$ cat src/rtl/hs_pkg.sv
// Shared constants and types for the handshake round-robin arbiter.
// The lock-state enum is only consumed when HS_ARB_PKT_LOCK_EN is defined.
package hs_pkg;

  localparam int DEFAULT_NUM_REQ = 4;
  localparam int DEFAULT_WIDTH   = 8;

  // Width of an index into NUM_REQ requesters, never narrower than one bit.
  function automatic int id_width(input int n);
    return (n > 1) ? $clog2(n) : 1;
  endfunction

  localparam int DEFAULT_ID_W = id_width(DEFAULT_NUM_REQ);

  typedef enum logic {
    UNLOCKED = 1'b0,
    LOCKED   = 1'b1
  } lock_state_t;

endpackage

$ cat src/rtl/hs_rr_pick.sv
// Combinational round-robin picker: first set request at or above ptr,
// wrapping modulo NUM_REQ.
module hs_rr_pick
  import hs_pkg::*;
#(
  parameter int NUM_REQ = DEFAULT_NUM_REQ,
  parameter int ID_W    = id_width(NUM_REQ)
) (
  input  logic [NUM_REQ-1:0] req,
  input  logic [ID_W-1:0]    ptr,
  output logic [ID_W-1:0]    winner,
  output logic               found
);

  logic [ID_W-1:0] cand [NUM_REQ];

  // cand[k] is the requester visited k steps after ptr.
  for (genvar gi = 0; gi < NUM_REQ; gi++) begin : g_cand
    assign cand[gi] = ID_W'((int'(ptr) + gi) % NUM_REQ);
  end

  always_comb begin
    winner = '0;
    found  = 1'b0;
    for (int k = 0; k < NUM_REQ; k++) begin
      if (!found && req[cand[k]]) begin
        winner = cand[k];
        found  = 1'b1;
      end
    end
  end

endmodule

$ cat src/rtl/hs_rr_arbiter.sv
// Valid/ready round-robin arbiter with a registered output stage.
// Define HS_ARB_PKT_LOCK_EN to add LAST_UP/LAST_DOWN and packet locking.
module hs_rr_arbiter
  import hs_pkg::*;
#(
  parameter  int NUM_REQ = DEFAULT_NUM_REQ,
  parameter  int WIDTH   = DEFAULT_WIDTH,
  localparam int ID_W    = id_width(NUM_REQ)
) (
  input  logic                     CLK,
  input  logic                     RESET,
  input  logic [NUM_REQ-1:0]       VALID_UP,
  output logic [NUM_REQ-1:0]       READY_UP,
  input  logic [NUM_REQ*WIDTH-1:0] DATA_UP,
  output logic                     VALID_DOWN,
  input  logic                     READY_DOWN,
  output logic [WIDTH-1:0]         DATA_DOWN,
  output logic [ID_W-1:0]          GRANT_ID
`ifdef HS_ARB_PKT_LOCK_EN
  ,
  input  logic [NUM_REQ-1:0]       LAST_UP,
  output logic                     LAST_DOWN
`endif
);

  logic             valid_down_reg;
  logic [WIDTH-1:0] data_down_reg;
  logic [ID_W-1:0]  grant_id_reg;
  logic [ID_W-1:0]  ptr_reg;
  logic [ID_W-1:0]  ptr_next;

  logic             accept;
  logic [ID_W-1:0]  pick_id;
  logic             pick_found;
  logic [ID_W-1:0]  win_id;
  logic             win_found;
  logic             transfer;
  logic             ptr_adv;

  logic [WIDTH-1:0] data_arr [NUM_REQ];

  for (genvar gi = 0; gi < NUM_REQ; gi++) begin : g_unpack
    assign data_arr[gi] = DATA_UP[gi*WIDTH +: WIDTH];
  end

  hs_rr_pick #(
    .NUM_REQ (NUM_REQ),
    .ID_W    (ID_W)
  ) u_pick (
    .req    (VALID_UP),
    .ptr    (ptr_reg),
    .winner (pick_id),
    .found  (pick_found)
  );

  assign accept   = READY_DOWN || !valid_down_reg;
  // The winner may be a forced lock owner that is not currently valid.
  assign transfer = accept && win_found && VALID_UP[win_id];
  assign ptr_next = (win_id == ID_W'(NUM_REQ - 1)) ? '0 : win_id + ID_W'(1);

  for (genvar gi = 0; gi < NUM_REQ; gi++) begin : g_ready
    assign READY_UP[gi] = accept && win_found && (win_id == ID_W'(gi));
  end

`ifdef HS_ARB_PKT_LOCK_EN
  lock_state_t     lock_state_reg;
  lock_state_t     lock_state_next;
  logic [ID_W-1:0] lock_id_reg;
  logic [ID_W-1:0] lock_id_next;
  logic            last_down_reg;

  always_comb begin
    win_id    = pick_id;
    win_found = pick_found;
    if (lock_state_reg == LOCKED) begin
      win_id    = lock_id_reg;
      win_found = 1'b1;
    end
  end

  assign ptr_adv = transfer && LAST_UP[win_id];

  always_comb begin
    lock_state_next = lock_state_reg;
    lock_id_next    = lock_id_reg;
    case (lock_state_reg)
      UNLOCKED: begin
        if (transfer && !LAST_UP[win_id]) begin
          lock_state_next = LOCKED;
          lock_id_next    = win_id;
        end
      end
      LOCKED: begin
        if (transfer && LAST_UP[win_id]) begin
          lock_state_next = UNLOCKED;
        end
      end
      default: lock_state_next = UNLOCKED;
    endcase
  end

  always_ff @(posedge CLK) begin
    if (RESET) begin
      lock_state_reg <= UNLOCKED;
      lock_id_reg    <= '0;
      last_down_reg  <= 1'b0;
    end else begin
      lock_state_reg <= lock_state_next;
      lock_id_reg    <= lock_id_next;
      if (transfer) begin
        last_down_reg <= LAST_UP[win_id];
      end
    end
  end

  assign LAST_DOWN = last_down_reg;
`else
  assign win_id    = pick_id;
  assign win_found = pick_found;
  assign ptr_adv   = transfer;
`endif

  always_ff @(posedge CLK) begin
    if (RESET) begin
      valid_down_reg <= 1'b0;
      data_down_reg  <= '0;
      grant_id_reg   <= '0;
      ptr_reg        <= '0;
    end else begin
      if (accept) begin
        valid_down_reg <= transfer;
        if (transfer) begin
          data_down_reg <= data_arr[win_id];
          grant_id_reg  <= win_id;
        end
      end
      if (ptr_adv) begin
        ptr_reg <= ptr_next;
      end
    end
  end

  assign VALID_DOWN = valid_down_reg;
  assign DATA_DOWN  = data_down_reg;
  assign GRANT_ID   = grant_id_reg;

endmodule

$ cat config.mk
export PLATFORM = sky130hd
export DESIGN_NAME = hs_rr_arbiter
export DESIGN_NICKNAME = d
export VERILOG_FILES = /design/src/rtl/hs_pkg.sv /design/src/rtl/hs_rr_pick.sv /design/src/rtl/hs_rr_arbiter.sv
export SDC_FILE = /design/constraint.sdc
export NUM_CORES = 1
export LEC_CHECK = 0
export ABC_AREA = 0
export BUFFER_PORTS_ARGS = -buffer_cell sky130_fd_sc_hd__buf_2
export CORE_ASPECT_RATIO = 0.8
export CORE_UTILIZATION = 39
export CTS_CLUSTER_DIAMETER = 60
export CTS_CLUSTER_SIZE = 8
export DETAILED_ROUTE_END_ITERATION = 7
export PLACE_DENSITY = 0.76
export SLEW_MARGIN = 25
export SYNTH_ARGS = -nofsm -noshare
export SYNTH_HDL_FRONTEND = slang
export SYNTH_HIERARCHICAL = 1
export SYNTH_SLANG_ARGS = --single-unit
$ cat constraint.sdc
create_clock -name CLK -period 3.1 [get_ports CLK]
set_input_delay 0.62 -clock CLK [delete_from_list [all_inputs] [get_ports CLK]]
set_output_delay 0.62 -clock CLK [all_outputs]
set_load 0.1 [all_outputs]
### After elaboration in Yosys (flattened, before gate mapping)

Cells that the tools add are included.

| cells by class | value |
|---|---|
| add/sub/neg operators | 4 |
| order comparisons | 6 |
| equal/unequal tests | 3 |
| muxes and demuxes | 22 |
| bitwise operators | 1 |
| reduce and logical (&&, ||, !) cells | 16 |

Operator list:

| cell | count |
|---|---|
| 8-bit binary-select mux with 2-bit select | 1 |
| 8-bit two-way mux | 2 |
| 2-bit by 3-bit < comparator with 1-bit output (second input constant) | 5 |
| 1-bit binary-select mux with 2-bit select | 5 |
| 2-bit two-way mux | 5 |
| 1-bit logical AND | 9 |
| 1-bit two-way mux | 9 |
| 2-bit by 1-bit adder with 2-bit output (second input constant) | 2 |
| 2-bit adder (second input constant) | 2 |
| 2-bit == test (second input constant) | 2 |
| 1-bit logical NOT | 4 |
| 3-bit greater-or-equal comparator (second input constant) | 1 |
| 2-bit NOT with 3-bit output | 1 |
| 2-bit by 1-bit == test with 1-bit output (second input constant) | 1 |
| 2-bit logical NOT | 1 |
| 2-bit AND reduction | 1 |
| 1-bit logical OR | 1 |

| storage, ports and cells | value |
|---|---|
| register bits after elaboration | 13 |
| input port bits | 39 |
| output and inout bits | 15 |
| word-level logic and storage cells | 56 |

### Logic depth before layout (Yosys ltp)

| depth | value |
|---|---|
| depth in word-level cells | 16 |
| mapped depth | 8 |
| mapped depth without buffers | 7 |

### Modules after synthesis

Netlist, hierarchy kept.

Modules (own cells, without submodules):

| module | times used | cells each | area an instance (sq um) | seq. area each (sq um) |
|---|---|---|---|---|
| hs_rr_arbiter | 1 | 96 | 943.4 | 260.2 |
| hs_rr_pick | 1 | 15 | 77.6 | 0.0 |

### Least setup slack after synthesis

No wires, ideal clock.

| timing | value |
|---|---|
| kind | in2out |
| start point | input port VALID_UP[1] |
| end point | output port READY_UP[2] |
| arrival time | 2.517 ns |
| required time | 2.480 ns |
| path slack | -0.037 ns |
| cell stages on the path | 7 |
| path buffers | 1 |
| cell sequence | inv_1 -> a221o_1 -> a21oi_1 -> buf_2 -> inv_1 -> ha_1 -> and3_1 |

| between the ends | value |
|---|---|
| word-level cells in the longest chain between the ends | 14 |
| elaborated cells on any way between the ends | 25 |
| those cells by class | eq/ne: 1; mux: 16; reduce/logical: 8 |

RTL lines:

| item | RTL line | text |
|---|---|---|
| start, declared | hs_rr_arbiter.sv:12 | `input logic [NUM_REQ-1:0] VALID_UP,` |
| 1-bit binary-select mux with 2-bit select | hs_rr_pick.sv:26 | `if (!found && req[cand[k]]) begin` |
| 1-bit two-way mux (not written as such) | hs_rr_pick.sv:26 |  |
| 1-bit two-way mux | hs_rr_pick.sv:26 |  |
| 1-bit logical NOT | hs_rr_pick.sv:26 |  |
| 1-bit logical AND | hs_rr_pick.sv:26 |  |
| 1-bit two-way mux | hs_rr_pick.sv:26 |  |
| 1-bit logical NOT | hs_rr_pick.sv:26 |  |
| 1-bit logical AND | hs_rr_pick.sv:26 |  |
| 1-bit two-way mux | hs_rr_pick.sv:26 |  |
| 1-bit logical NOT | hs_rr_pick.sv:26 |  |
| 1-bit logical AND | hs_rr_pick.sv:26 |  |
| 2-bit two-way mux * | hs_rr_pick.sv:26 |  |
| via pick_id[0] | hs_rr_arbiter.sv:33 | `logic [ID_W-1:0] pick_id;` |
| 2-bit == test * | hs_rr_arbiter.sv:62 | `assign READY_UP[gi] = accept && win_found && (win_id == ID_W'(gi));` |
| 1-bit logical AND * | hs_rr_arbiter.sv:62 |  |
| end, declared | hs_rr_arbiter.sv:13 | `output logic [NUM_REQ-1:0] READY_UP,` |

The timed path passes the listed nets; every way through them passes the cells marked *. The select of a mux whose other input is x is not followed.

### Final worst setup path

| timing | value |
|---|---|
| start point | input port VALID_UP[0] |
| end point | output port READY_UP[2] |

Same word-level chain as after synthesis.

==> impl_metrics.toml <==
[worst_hold_path]
worstHoldPathType = "flop to flop"

[run]
max_cap_violations = 0

[routing]
number_of_detailed_route_iterations_in_the_first_pass = 4
wl_per_cell_um = 12.6
via_count = 1034
antenna_violating_nets_post_route = 0
met1Wirelength_mm = 1.14
route.detailed.vias_per_inst = 5.25
met3_length_um = 160
total_wirelength_mm = 2.48
met2_wl_mm = 1.17
detailedRoute.firstIterationViolations = 24
final_routed_drc_violation_total = 0
max_used_layer = "met4"

[grt]
initial_antenna_violation_count = 0
global_route.overflow_total = 0
grt_util_all_layers_pct = 17.7
grt_pass1_vias = 856
grt_max_degree = 30
grt_pass1_wl_mm = 3.71

[setup_path]
critPathCaptureType = "output port"
crit_path_top_delay_cell = "a21oi_1"
critPathArrivalTime_ns = 2.26
critPathKind = "input pin to output port"
startpoint_type = "input pin"
r2r_setup_slack_ns = 0.59
critical_path_maximum_fanout = 6
crit_chain = "buf_2, a21oi_1, o21ai_0, a21oi_1, ha_1, and3_2, buf_2"
worst_path_largest_cell_delay_ns = 0.43
worst-endpoint-required_ns = 2.48

[floorplan]
die_area_mm2 = 0.00283
core_mm2 = 0.00246
design.portCount = 54
core.rowCount = 16
chipHeight_um = 47.8
start_util_pct = 41.5
dieWidth_um = 59.2

[clocking]
tritoncts = "done"
resized_gates_after_cts = 0
cts_htree_levels = 1
cts.path.max_buffers = 2
clkSinkCount = 13
clk_transition_reported_paths_ns = 0.08
cts-root-buf = "clkbuf_4"
post_cts_buffers = 0
cts_hold_repair.buffers = 0
tritoncts.num_buffers = 3
clkLatencyLatePin_ns = 0.27

[yosys]
synthesis.area_per_instance_um2 = 9.20
postSynthRegisterBits = 13
postSynthNetCount = 154
syn-cell-area_mm2 = 0.00102
yosys_warnings = 6
synthDominantCellAreaShare_pct = 25.5
synth-seq-area-share_pct = 25.5
synthCells = 111
synth_cell_type_count = 21
top_cells_by_area_synth = "dfxtp_1 25%, mux4_2 18%, a31o_1 10%"
synthDominantAreaCellType = "dfxtp_1"

[final_layout]
fraction_of_final_layout_cells_with_drive_strength_greater_than_1_pct = 49.1
num_antenna_cells = 0
final_nets = 205
areaGrowthSynthToFinish_pct = 34.4
finish.instance_area_mm2 = 0.00137
largest_reg_flops = 8
layoutNonFillerInstCount = 197
final_core_utilization_pct = 55.7

[placement]
hpwlAfterDp_mm = 1.96
worst_setup_timing_slack_at_the_placement_stage_ns = 0.227
post_dp_cell_area_mm2 = 0.00135
buffer_ports.inserted = 53
dp.cells = 193
place_congestion = 0.740

[power_and_ir_drop]
power_density_mw_per_mm2 = 683
pwr-share-seq_pct = 23.3
netSwitchingFraction_pct = 53.8
power_frac_clock_pct = 11.1
p_int_uw = 433
irDropWorstVdd_mv = 0.346
power.static_leakage_nw = 0.616
comb_power_share_pct = 65.7
net_switching_power_uw = 504

[timing]
setup-violations-final = 0
unrepaired_setup_endpoints_after_global_routing = "false"
report.final.hold_viol_count = 0
worst-slew-pin-transition_ns = 0.494
tns_ns = 0
final_max_tran_viols = 0
fmaxAchievable_mhz = 347
final.setup_skew_ns = 0.00469
timing.slew.headroom_pct = 67.1
finalWorstSetupSlack_ns = 0.215
final_min_period_over_clock_period_pct = 93.1
min_period_ns = 2.88

[status]
status = "complete, no violations"
synth_stat cells:
master,number
inv_1,18
dfxtp_1,13
a31o_1,12
nand4_1,12
a21oi_1,10
clkbuf_1,8
mux4_2,8
a21oi_2,7
and3_1,4
ha_1,4
buf_2,2
nand2b_1,2
nand3_1,2
nor2_1,2
a221o_1,1
buf_6,1
inv_2,1
mux2_1,1
mux4_1,1
o21ai_0,1
o221ai_1,1
critical path: cells and delay by family:
kind            cells  cell delay (ns)
compound gates      3             0.70
simple gates        1             0.17
buf+inv             2             0.55
fa+ha+maj           1             0.23
routing by layer:
metal,track usage (%),vias up
met5,0,-
met4,9.52,0
met3,1.89,2
met2,26.1,45
met1,25.6,473
li1,-,514
logic make-up after synthesis:
group | share of synthesized area (%)
muxes | 21.3
buffers and inverters | 12.0
AOI/OAI and AO/OA | 23.5
and+or+nand+nor | 12.7
DFF | 25.5
adders and majority gates | 4.90
worst paths after layout:
path / startpoint / end / cells past startpoint
max reg2reg: ptr_reg[0] / GRANT_ID[0] / 7
min reg2reg: GRANT_ID[1] / GRANT_ID[1] / 3
min: GRANT_ID[1] / GRANT_ID[1] / 3
max: VALID_UP[0] / READY_UP[2] / 7
power groups by stage:
stage               logic (mW)  clock network [mW]  registers [mW]
floorplan                0.317                   0           0.406
detailed placement       0.617                   0           0.222
CTS                      0.618               0.107           0.218
finish                   0.616               0.104           0.218
global route             0.649               0.113           0.223
global placement         0.607                   0           0.220
through the flow:
step / hold slack (ns) / power (mW)
global placement: 0.520 / 0.827
detailed placement: 0.534 / 0.839
finish: 0.544 / 0.937
CTS: 0.545 / 0.943
global route: 0.586 / 0.985
floorplan: 0.540 / 0.723
final cells by class:
| type | instances | area [µm²] |
|---|---|---|
| Clock buffer | 4 | 26.3 |
| Fill cell | 245 | 1090 |
| Inverter | 19 | 71.3 |
| Multi-Input combinational cell | 68 | 644 |
| Sequential cell | 13 | 260 |
| Tap cell | 36 | 45.0 |
| Timing Repair Buffer | 57 | 325 |
cell usage in the layout, fill, tap and decap left out, drive strengths merged:
cell	n
a21oi	17
nor2	2
ha	4
buf	57
inv	19
a221o	1
clkbuf	4
nand3	2
o221ai	1
mux4	9
nand2b	2
nand4	12
dfxtp	13
a31o	12
and3	4
o21ai	1
mux2	1
Note: power is estimated with default switching activity, not from simulation.
